==> src/rtl/wdt_pkg.sv <==
// Shared defaults and fault-bit layout for the windowed watchdog.
package wdt_pkg;

  localparam int unsigned DEF_CNT_W = 16;
  localparam int unsigned DEF_NCH   = 4;

  localparam int unsigned FLT_OVR   = 0;
  localparam int unsigned FLT_EARLY = 1;
  localparam int unsigned NFLT      = 2;

endpackage

==> src/rtl/wdt_channel.sv <==
// One watchdog channel: window counter, service/timeout priority logic and
// the two sticky fault flags.
module wdt_channel
  import wdt_pkg::*;
#(
  parameter int unsigned CNT_W = DEF_CNT_W
) (
  input  logic             clk,
  input  logic             rst_n,
  input  logic             en,
  input  logic             srvc,
  input  logic             clr,
  input  logic [CNT_W-1:0] wopen_eff,
  input  logic [CNT_W-1:0] wclose,
  output logic             fwovr,
  output logic             fwearly,
  output logic             winopen
);

  logic [CNT_W-1:0] q_q, q_d;
  logic [NFLT-1:0]  flt_q, flt_d, flt_set;

  always_comb begin
    q_d     = q_q;
    flt_set = '0;
    if (!en) begin
      q_d = '0;
    end else if (srvc) begin
      q_d                = '0;
      flt_set[FLT_EARLY] = (q_q < wopen_eff);
    end else if (q_q == wclose) begin
      q_d              = '0;
      flt_set[FLT_OVR] = 1'b1;
    end else begin
      q_d = q_q + 1'b1;
    end
    // A fault raised on the same edge as a clear wins.
    flt_d = (flt_q & ~{NFLT{clr}}) | flt_set;
  end

  always_ff @(posedge clk or negedge rst_n) begin
    if (!rst_n) begin
      q_q   <= '0;
      flt_q <= '0;
    end else begin
      q_q   <= q_d;
      flt_q <= flt_d;
    end
  end

  assign fwovr   = flt_q[FLT_OVR];
  assign fwearly = flt_q[FLT_EARLY];
  // Gated by reset so the window reads closed while the block is held in reset.
  assign winopen = rst_n & en & (q_q >= wopen_eff);

endmodule

==> src/rtl/window_watchdog.sv <==
// Multi-channel windowed watchdog: per-channel window unpacking, effective
// open-bound selection and a registered combined interrupt.
module window_watchdog
  import wdt_pkg::*;
#(
  parameter int unsigned CNT_W = DEF_CNT_W,
  parameter int unsigned NCH   = DEF_NCH
) (
  input  logic                 CLK,
  input  logic                 RSTN,
  input  logic [NCH-1:0]       EN,
  input  logic [NCH-1:0]       SRVC,
  input  logic [NCH-1:0]       CLR,
  input  logic [NCH*CNT_W-1:0] WOPEN,
  input  logic [NCH*CNT_W-1:0] WCLOSE,
  output logic [NCH-1:0]       FWOVR,
  output logic [NCH-1:0]       FWEARLY,
  output logic [NCH-1:0]       WINOPEN,
  output logic                 IRQ
);

  logic irq_q;

  for (genvar i = 0; i < NCH; i++) begin : g_ch
    logic [CNT_W-1:0] wopen, wclose, wopen_eff;

    assign wopen  = WOPEN[i*CNT_W +: CNT_W];
    assign wclose = WCLOSE[i*CNT_W +: CNT_W];
    // An inverted window is treated as open for the whole period.
    assign wopen_eff = (wopen > wclose) ? '0 : wopen;

    wdt_channel #(
      .CNT_W(CNT_W)
    ) u_ch (
      .clk      (CLK),
      .rst_n    (RSTN),
      .en       (EN[i]),
      .srvc     (SRVC[i]),
      .clr      (CLR[i]),
      .wopen_eff(wopen_eff),
      .wclose   (wclose),
      .fwovr    (FWOVR[i]),
      .fwearly  (FWEARLY[i]),
      .winopen  (WINOPEN[i])
    );
  end

  always_ff @(posedge CLK or negedge RSTN) begin
    if (!RSTN) begin
      irq_q <= 1'b0;
    end else begin
      irq_q <= |{FWOVR, FWEARLY};
    end
  end

  assign IRQ = irq_q;

endmodule
==> config.mk <==
export PLATFORM = sky130hd
export DESIGN_NAME = window_watchdog
export DESIGN_NICKNAME = d
export VERILOG_FILES = /design/src/rtl/wdt_pkg.sv /design/src/rtl/wdt_channel.sv /design/src/rtl/window_watchdog.sv
export SDC_FILE = /design/constraint.sdc
export NUM_CORES = 1
export LEC_CHECK = 0
export ABC_AREA = 1
export CAP_MARGIN = 20
export CORE_MARGIN = 5
export CORE_UTILIZATION = 55
export DETAILED_ROUTE_END_ITERATION = 10
export PLACE_DENSITY = 0.92
export SKIP_LAST_GASP = 1
export SYNTH_ARGS = -nofsm -noshare
export SYNTH_HDL_FRONTEND = slang
export SYNTH_SLANG_ARGS = --single-unit
==> constraint.sdc <==
create_clock -name CLK -period 5.8 [get_ports CLK]
set_input_delay 0.58 -clock CLK [delete_from_list [all_inputs] [get_ports CLK]]
set_output_delay 0.58 -clock CLK [all_outputs]
set_load 0.05 [all_outputs]
# Word level (Yosys, flattened, before mapping)
# Index checks and enable logic that the tools add are counted.
# op_classes
reduce_logical,1
n_mux,32
n_lt_le_gt_ge,12
addsub,4
n_eq_ne,4
n_bitwise,20
# op_table
cell,n
16-bit two-way mux,16
"16-bit by 1-bit adder with 16-bit output, second input constant",4
16-bit equality test,4
16-bit greater-or-equal comparator,4
16-bit > comparator,4
16-bit < comparator,4
1-bit two-way mux,12
1-bit bitwise AND,8
2-bit bitwise AND,4
2-bit two-way mux,4
2-bit inverter,4
2-bit bitwise OR,4
8-bit OR reduction,1
# totals
elab_cells,82
reg_bits,73
output_inout_bits,13

# Longest topological paths before layout
# Gate-level depths: netlist (run 1).
# logic_depth
ltp_word,6
ltp_mapped,26

# Cells and area by module
# From an unflattened synthesis (run 1), not the netlist that was laid out.
# hier_totals
hier_cells,1469
hier_area_um2,9344.0
# by_module_without_submodules
module,area_each_um2,instances,cells_each
wdt_channel (g_ch[1].u_ch ...),1695.4,3,263
window_watchdog,2573.7,1,416
wdt_channel (g_ch[0].u_ch),1684.1,1,264

# Worst setup path before layout (run 1)
# OpenSTA, ideal clock, no wires.
# synth_timing
path_type,in2out
from,input WCLOSE[31]
to,output WINOPEN[1]
arrival_ns,2.698
required_ns,5.220
stages,18
setup_slack_ns,2.522
cell_sequence,inv_1 > ha_1 > nand2_1 > nor3_1 > nand3_1 > nand2_1 > buf_2 > nand2_1 > ha_1 > nand2_1 > inv_1 > o21ai_0 > nand2_1 > nor2_1 > nand3_1 > nand2_1 > inv_1 > buf_4
# synth_between
elab_chain_len,4
# synth_rtl
element,line,source
from (decl),window_watchdog.sv:15,"input logic [NCH*CNT_W-1:0] WCLOSE,"
16-bit > comparator,window_watchdog.sv:30,assign wopen_eff = (wopen > wclose) ? '0 : wopen;
16-bit two-way mux,window_watchdog.sv:30,
16-bit greater-or-equal comparator,wdt_channel.sv:54,assign winopen = rst_n & en & (q_q >= wopen_eff);
1-bit bitwise AND,wdt_channel.sv:54,
to (decl),window_watchdog.sv:18,"output logic [NCH-1:0] WINOPEN,"
# No other way between the ends.

# Worst setup path after layout (run 1)
# layout_timing
from,input WCLOSE[47]
to,output WINOPEN[2]
# The elaborated chain is that of the path after synthesis.

==> results.cfg, run 1 <==
[status]
status = complete, no violations

[floorplanning]
die_area_mm2 = 0.0175
num_io_pins = 155
dieHeight_um = 132
rows = 44
die_x_um = 132
initial_core_util = 0.563
core_mm2 = 0.0146

[timing]
fin_setup_tns_ns = 0
finalHoldViolCount = 0
post-route-period-util = 0.858
period_needed_ns = 4.98
worst_pin_slew_ns = 0.529
setup_viol = 0
hold_slack_ns = 0.205
rsz0062_at_grt = no
max-slew-margin-rel = 0.646
max_freq_ghz = 0.201
finalMaxSlewViolations = 0
worst_clock_skew_ns = 0.00899
fin_ws_ns = 0.824

[layout]
areaGrowthSynthToFinish_pct = 23.1
final_layout_size_suffix_gt1_frac = 0.0415
final_nets = 1689
fill_cells = 1269
diodes = 0

[routing]
drc_errors = 0
drt_iter0_markers = 530
vias = 8279
ant_nets = 0
via_per_inst = 5.16
dr.pass1.iters = 7
wire_per_inst_um = 13.0
drt-total-wl_um = 20900

[clock_network]
cts_sinks = 73
clock_latency_ns = 0.33
cts_tree = done
clkSlewWorstSetupHoldPaths_ns = 0.06
cts_hold_buf = 0
cts-resized-gates = 0
root_buffer = clkbuf_16
ctsLongestPathBuffers = 2
post_cts_buffers = 0
htree_levels = 3
numCtsBuffers = 9

[logic_synthesis]
synth_most_common_cell = nand2_1
synth_fp_nets = 1543
syn-mean-instance-area_um2 = 6.48
async_reset_ff_frac = 1.00
synth_seq_cells = 73
synth_top_area_share = 0.222
synth_flop_cell = dfrtp_1
ys.warnings.count = 0
synth-xor-area-share = 0.0544
synth-edff-count = 0
synthAdderAreaFrac = 0.201
synthCells = 1269
synth_commonest_cells = nand2_1 (438), inv_1 (178), nor2_1 (156), ha_1 (132), dfrtp_1 (73)
ys_seq_area_frac = 0.222
synthSimpleGateAreaFrac = 0.364
synthTopCellsByArea = dfrtp_1 (22%), ha_1 (20%), nand2_1 (20%)
synth_top_family_by_area = simple AND/OR/NAND/NOR gates
yosysTopAreaCell = dfrtp_1
synth_mux_area_frac = 0
synth_compound_area_frac = 0.0536
synth_area_mm2 = 0.00822
ys_types = 30

[pwr]
leakagePower_nw = 5.29
switching_share = 0.296
intPower_mw = 1.04
power.switching_mw = 0.438
p_comb_frac = 0.287
clkPwrFrac = 0.359
sequentialPowerShare = 0.353
peakVddDrop_v = 0.000133
pwr_density_cell_mw_per_mm2 = 146

[grt]
antenna_found_initial = 0
grt_max_degree = 43
grt_overflow_total = 0
track_usage = 0.237
grt_pass1_wl_um = 35500
grt_pass1_vias = 7971

[critical_path]
path_cells = clkdlybuf4s50_1, inv_1, ha_1, nand2_1, nor3_1, nand3_1, nand2_1, nand2_1, ha_1, nand4_1, nor2_1, nand3_1, nand3_1, nand2_1, inv_1, clkdlybuf4s50_1
max_stage_delay_ns = 0.80
cp-start-kind = input port
cp.arrival_ns = 4.40
worst-path-max-fanout = 15
crit_path_end_kind = output port
crit_required_ns = 5.22
critPathTopFamily = simple AND/OR/NAND/NOR gates
cp_slowest_cell = clkdlybuf4s50_1
crit_type = input port to output port
cpMostUsedCell = nand2_1
cp_num_buf_inv = 4

[hold_path]
hp-class = input port to async pin

[placement]
place.gp.congestion = 0.964
hpwl_um = 17600
post-place-ws_ns = 0.893
io_buffer_count = 154

[flow_run]
drv_cap = 0
-- power by group through the flow --
stage	Sequential [mW]	Clock [mW]	Combinational, mW
2_1_floorplan	0.531	0	0.244
3_3_place_gp	0.532	0	0.407
3_5_place_dp	0.532	0	0.422
4_1_cts	0.523	0.543	0.425
5_1_grt	0.524	0.568	0.484
6_report	0.523	0.532	0.425
-- worst register-to-register path, delay by kind of cell (launching register included) --
kind                     cells  cell delay [ns]
flip-flops                   1             0.44
adder cells (fa/ha/maj)      1             0.24
AND/OR/NAND/NOR              6             0.89
buffers and inverters        1             0.04
-- per-layer routing --
metal / wire length [um] / global-route usage / part of all wire
met2: 10300 / 0.420 / 0.49
met1: 9110 / 0.291 / 0.44
met3: 1110 / 0.0500 / 0.053
met5: 0 / 0 / 0
met4: 399 / 0.0622 / 0.019
-- final cells by class --
| cell class | instances | area (um^2) | area share |
|---|---|---|---|
| clock buffers | 10 | 229 | 0.0226 |
| clock inverters | 6 | 58.8 | 0.00581 |
| inverters | 186 | 698 | 0.0690 |
| multi-input cells | 990 | 5530 | 0.546 |
| flip-flops and latches | 73 | 1830 | 0.181 |
| well taps | 184 | 230 | 0.0228 |
| repair buffers | 155 | 1550 | 0.153 |
-- state kept, by name, indices dropped and copies added, names as in the netlist --
signal           cells
g_ch.u_ch.q_q       64
IRQ                  1
g_ch.u_ch.flt_q      8
-- path summary, 6_finish.rpt --
path	startpoint	end	slack [ns]	cells past startpoint
min reg2reg	g_ch[2].u_ch.q_q[0]	g_ch[2].u_ch.q_q[0]	0.49	1
min in group CLK	g_ch[2].u_ch.q_q[0]	g_ch[2].u_ch.q_q[0]	0.49	1
max in group asynchronous	RSTN	g_ch[2].u_ch.q_q[8]	4.68	2
max	WCLOSE[47]	WINOPEN[2]	0.82	16
max reg2reg	g_ch[1].u_ch.q_q[1]	g_ch[1].u_ch.q_q[12]	4.11	8
min	RSTN	g_ch[1].u_ch.q_q[0]	0.20	1
-- through the flow --
stage / util / instances / instance area [um^2] / power [mW]
final: 0.694 / 1604 / 10100 / 1.48
after global routing: 0.694 / 1604 / 10100 / 1.58
after CTS: 0.694 / 1604 / 10100 / 1.49
after detailed placement: 0.674 / 1588 / 9830 / 0.954
after global placement: 0.674 / 1588 / 9830 / 0.939
after floorplan: - / 1269 / 8220 / 0.775
-- cell usage in the layout, fill, tap and decap left out, types with 8 or more instances in the layout --
cell	netlist	layout
a21o_1	8	8
a21oi_1	62	62
clkbuf_16	0	9
clkdlybuf4s50_1	0	153
dfrtp_1	73	73
ha_1	132	132
inv_1	178	178
inv_2	8	8
nand2_1	438	438
nand3_1	60	60
nand4_1	17	17
nor2_1	156	156
nor2_2	18	18
nor3_1	14	14
o21ai_0	13	13
xor2_1	47	47
-- cells by family after synthesis --
group                    count (synthesis)
buffers and inverters                  206
AO/OA/AOI/OAI                           84
XOR/XNOR                                51
AND/OR/NAND/NOR                        723
flip-flops                              73
adder cells (fa/ha/maj)                132
Power figures use the tool's default switching activity.
==> inputs of run 2 (changes only) <==
--- a/config.mk
+++ b/config.mk
@@ -10,7 +10,9 @@
 export CORE_MARGIN = 5
 export CORE_UTILIZATION = 55
 export DETAILED_ROUTE_END_ITERATION = 10
+export HOLD_SLACK_MARGIN = 0.05
 export PLACE_DENSITY = 0.92
+export REMOVE_ABC_BUFFERS = 1
 export SKIP_LAST_GASP = 1
 export SYNTH_ARGS = -nofsm -noshare
 export SYNTH_HDL_FRONTEND = slang
==> run 2 against run 1 <==
Critical path depth increased by 2. Sequential cell count unchanged. Highest routed layer unchanged. Clock power increased by 3%. Global-route usage increased by 0.26 points. Core utilization increased by 0.069 points. Design area about the same. Final cell count unchanged. Via count decreased by 0.54%. Setup slack got worse by 0.0076 ns. Combinational power about the same. Total power increased by 1.2%.
==> results.cfg, run 2 (synthesis gave the netlist of run 1 again) <==
[grt]
antenna_found_initial = 0
grt_max_degree = 41
track_usage = 0.239
grt_pass1_wl_um = 36000
grt_overflow_total = 0
grt_pass1_vias = 8044

[layout]
final_layout_size_suffix_gt1_frac = 0.0415
diodes = 0
largest_reg_flops = 64
stdcell_count = 1604
final_common_cell = nand2_1
areaGrowthSynthToFinish_pct = 23.2
top_register = g_ch.u_ch.q_q
final_nets = 1689
final_cell_mix = nand2_1 (438), inv_1 (178), nor2_1 (156)

[critical_path]
reg2reg_depth = 9
cp.arrival_ns = 4.40
worst-path-max-fanout = 15
r2r_setup_slack_ns = 4.09
crit_path_end_kind = output port
r2r-end = g_ch[0].u_ch.q_q[12]
r2r-start = g_ch[0].u_ch.q_q[1]
crit_type = input port to output port
crit_required_ns = 5.22
cp-start-kind = input port

[routing]
dr.pass1.iters = 7
via_per_inst = 5.13
wire_per_inst_um = 13.0
vias = 8234
drt_iter0_markers = 512
drt-total-wl_um = 20900
ant_nets = 0
drc_errors = 0

[timing]
post-route-period-util = 0.859
rsz0062_at_grt = no
fin_setup_tns_ns = 0
period_needed_ns = 4.98
worst_clock_skew_ns = 0.00391
max-slew-margin-rel = 0.614
hold_slack_ns = 0.235
finalHoldViolCount = 0
max_freq_ghz = 0.201
finalMaxSlewViolations = 0
setup_viol = 0
worst_pin_slew_ns = 0.577

[floorplanning]
initial_core_util = 0.563
core_mm2 = 0.0146
dieHeight_um = 132
num_io_pins = 155
rows = 44
die_x_um = 132
die_area_mm2 = 0.0175

[pwr]
pwr_density_cell_mw_per_mm2 = 148
peakVddDrop_v = 0.000105
leakagePower_nw = 5.29

[clock_network]
cts_hold_buf = 0
root_buffer = clkbuf_16
numCtsBuffers = 9
clkSlewWorstSetupHoldPaths_ns = 0.06
cts-resized-gates = 0
cts_tree = done
cts_sinks = 73
clock_latency_ns = 0.33
ctsLongestPathBuffers = 2
htree_levels = 3
post_cts_buffers = 0

[placement]
io_buffer_count = 154
place.gp.congestion = 0.947
placed_cells = 1588
hpwl_um = 17400

[flow_run]
drv_cap = 0

[hold_path]
hp-class = input port to async pin

[status]
status = complete, no violations
## run 2: cell types whose count changed in the layout (fill, tap and decap cells not counted)
cell,previous run,this run
clkinv_2,4,2
clkinvlp_4,0,2
clkbuf_8,0,1
clkinv_4,1,0
## run 2: routing by layer
layer  track usage  share of wire  routed length, um  vias up
met5             0              0                  0        -
met4        0.0600          0.012                253        0
met3        0.0416          0.056               1170       25
met2         0.406           0.47               9830      236
met1         0.317           0.46               9610     3699
li1              -              -                  -     4274
## run 2: final cells by class
class | count | area [um^2]
Timing Repair Buffer | 155 | 1550
Multi-Input combinational cell | 990 | 5530
Tap cell | 184 | 230
Fill cell | 1244 | 4460
Inverter | 186 | 698
Clock buffer | 11 | 243
Clock inverter | 5 | 55.1
Sequential cell | 73 | 1830
## run 2: report_power, final
| part | total, mW | internal [mW] | switching (mW) | leakage [nW] |
|---|---|---|---|---|
| registers | 0.523 | 0.515 | 0.00751 | 1.00 |
| logic | 0.425 | 0.196 | 0.229 | 4.14 |
| clock network | 0.550 | 0.343 | 0.207 | 0.142 |
## run 2: critical path, cell delays in order
cell and delay (ns):
clkdlybuf4s50_1 0.52, inv_1 0.07, ha_1 0.33, nand4_1 0.17
nor3_1 0.26, nand3_1 0.16, nand2_1 0.45, nand2_1 0.10
ha_1 0.31, nand2_1 0.06, inv_1 0.07, nand3_1 0.09
nor2_1 0.14, nand3_1 0.08, nand3_1 0.12, nand2_1 0.06
inv_1 0.05, clkdlybuf4s50_1 0.79
## run 2: worst max path at each step
stage / from / slack [ns] / cells after the start / to
after floorplan: WCLOSE[31] / 2.49 / 16 / WINOPEN[1]
after global placement: WCLOSE[63] / 0.96 / 16 / WINOPEN[3]
after detailed placement: WCLOSE[27] / 0.89 / 18 / WINOPEN[1]
after CTS: WCLOSE[27] / 0.87 / 18 / WINOPEN[1]
after global routing: WCLOSE[63] / 0.60 / 18 / WINOPEN[3]
final: WCLOSE[27] / 0.82 / 18 / WINOPEN[1]
## run 2: metrics by stage
step	power, mW	instance area, um^2	utilization	worst slack, ns
floorplan	0.764	8050	-	2.49
global route	1.59	10100	0.694	0.600
finish	1.50	10100	0.694	0.816
detailed placement	0.956	9830	0.674	0.888
CTS	1.51	10100	0.694	0.871
global placement	0.940	9830	0.674	0.957
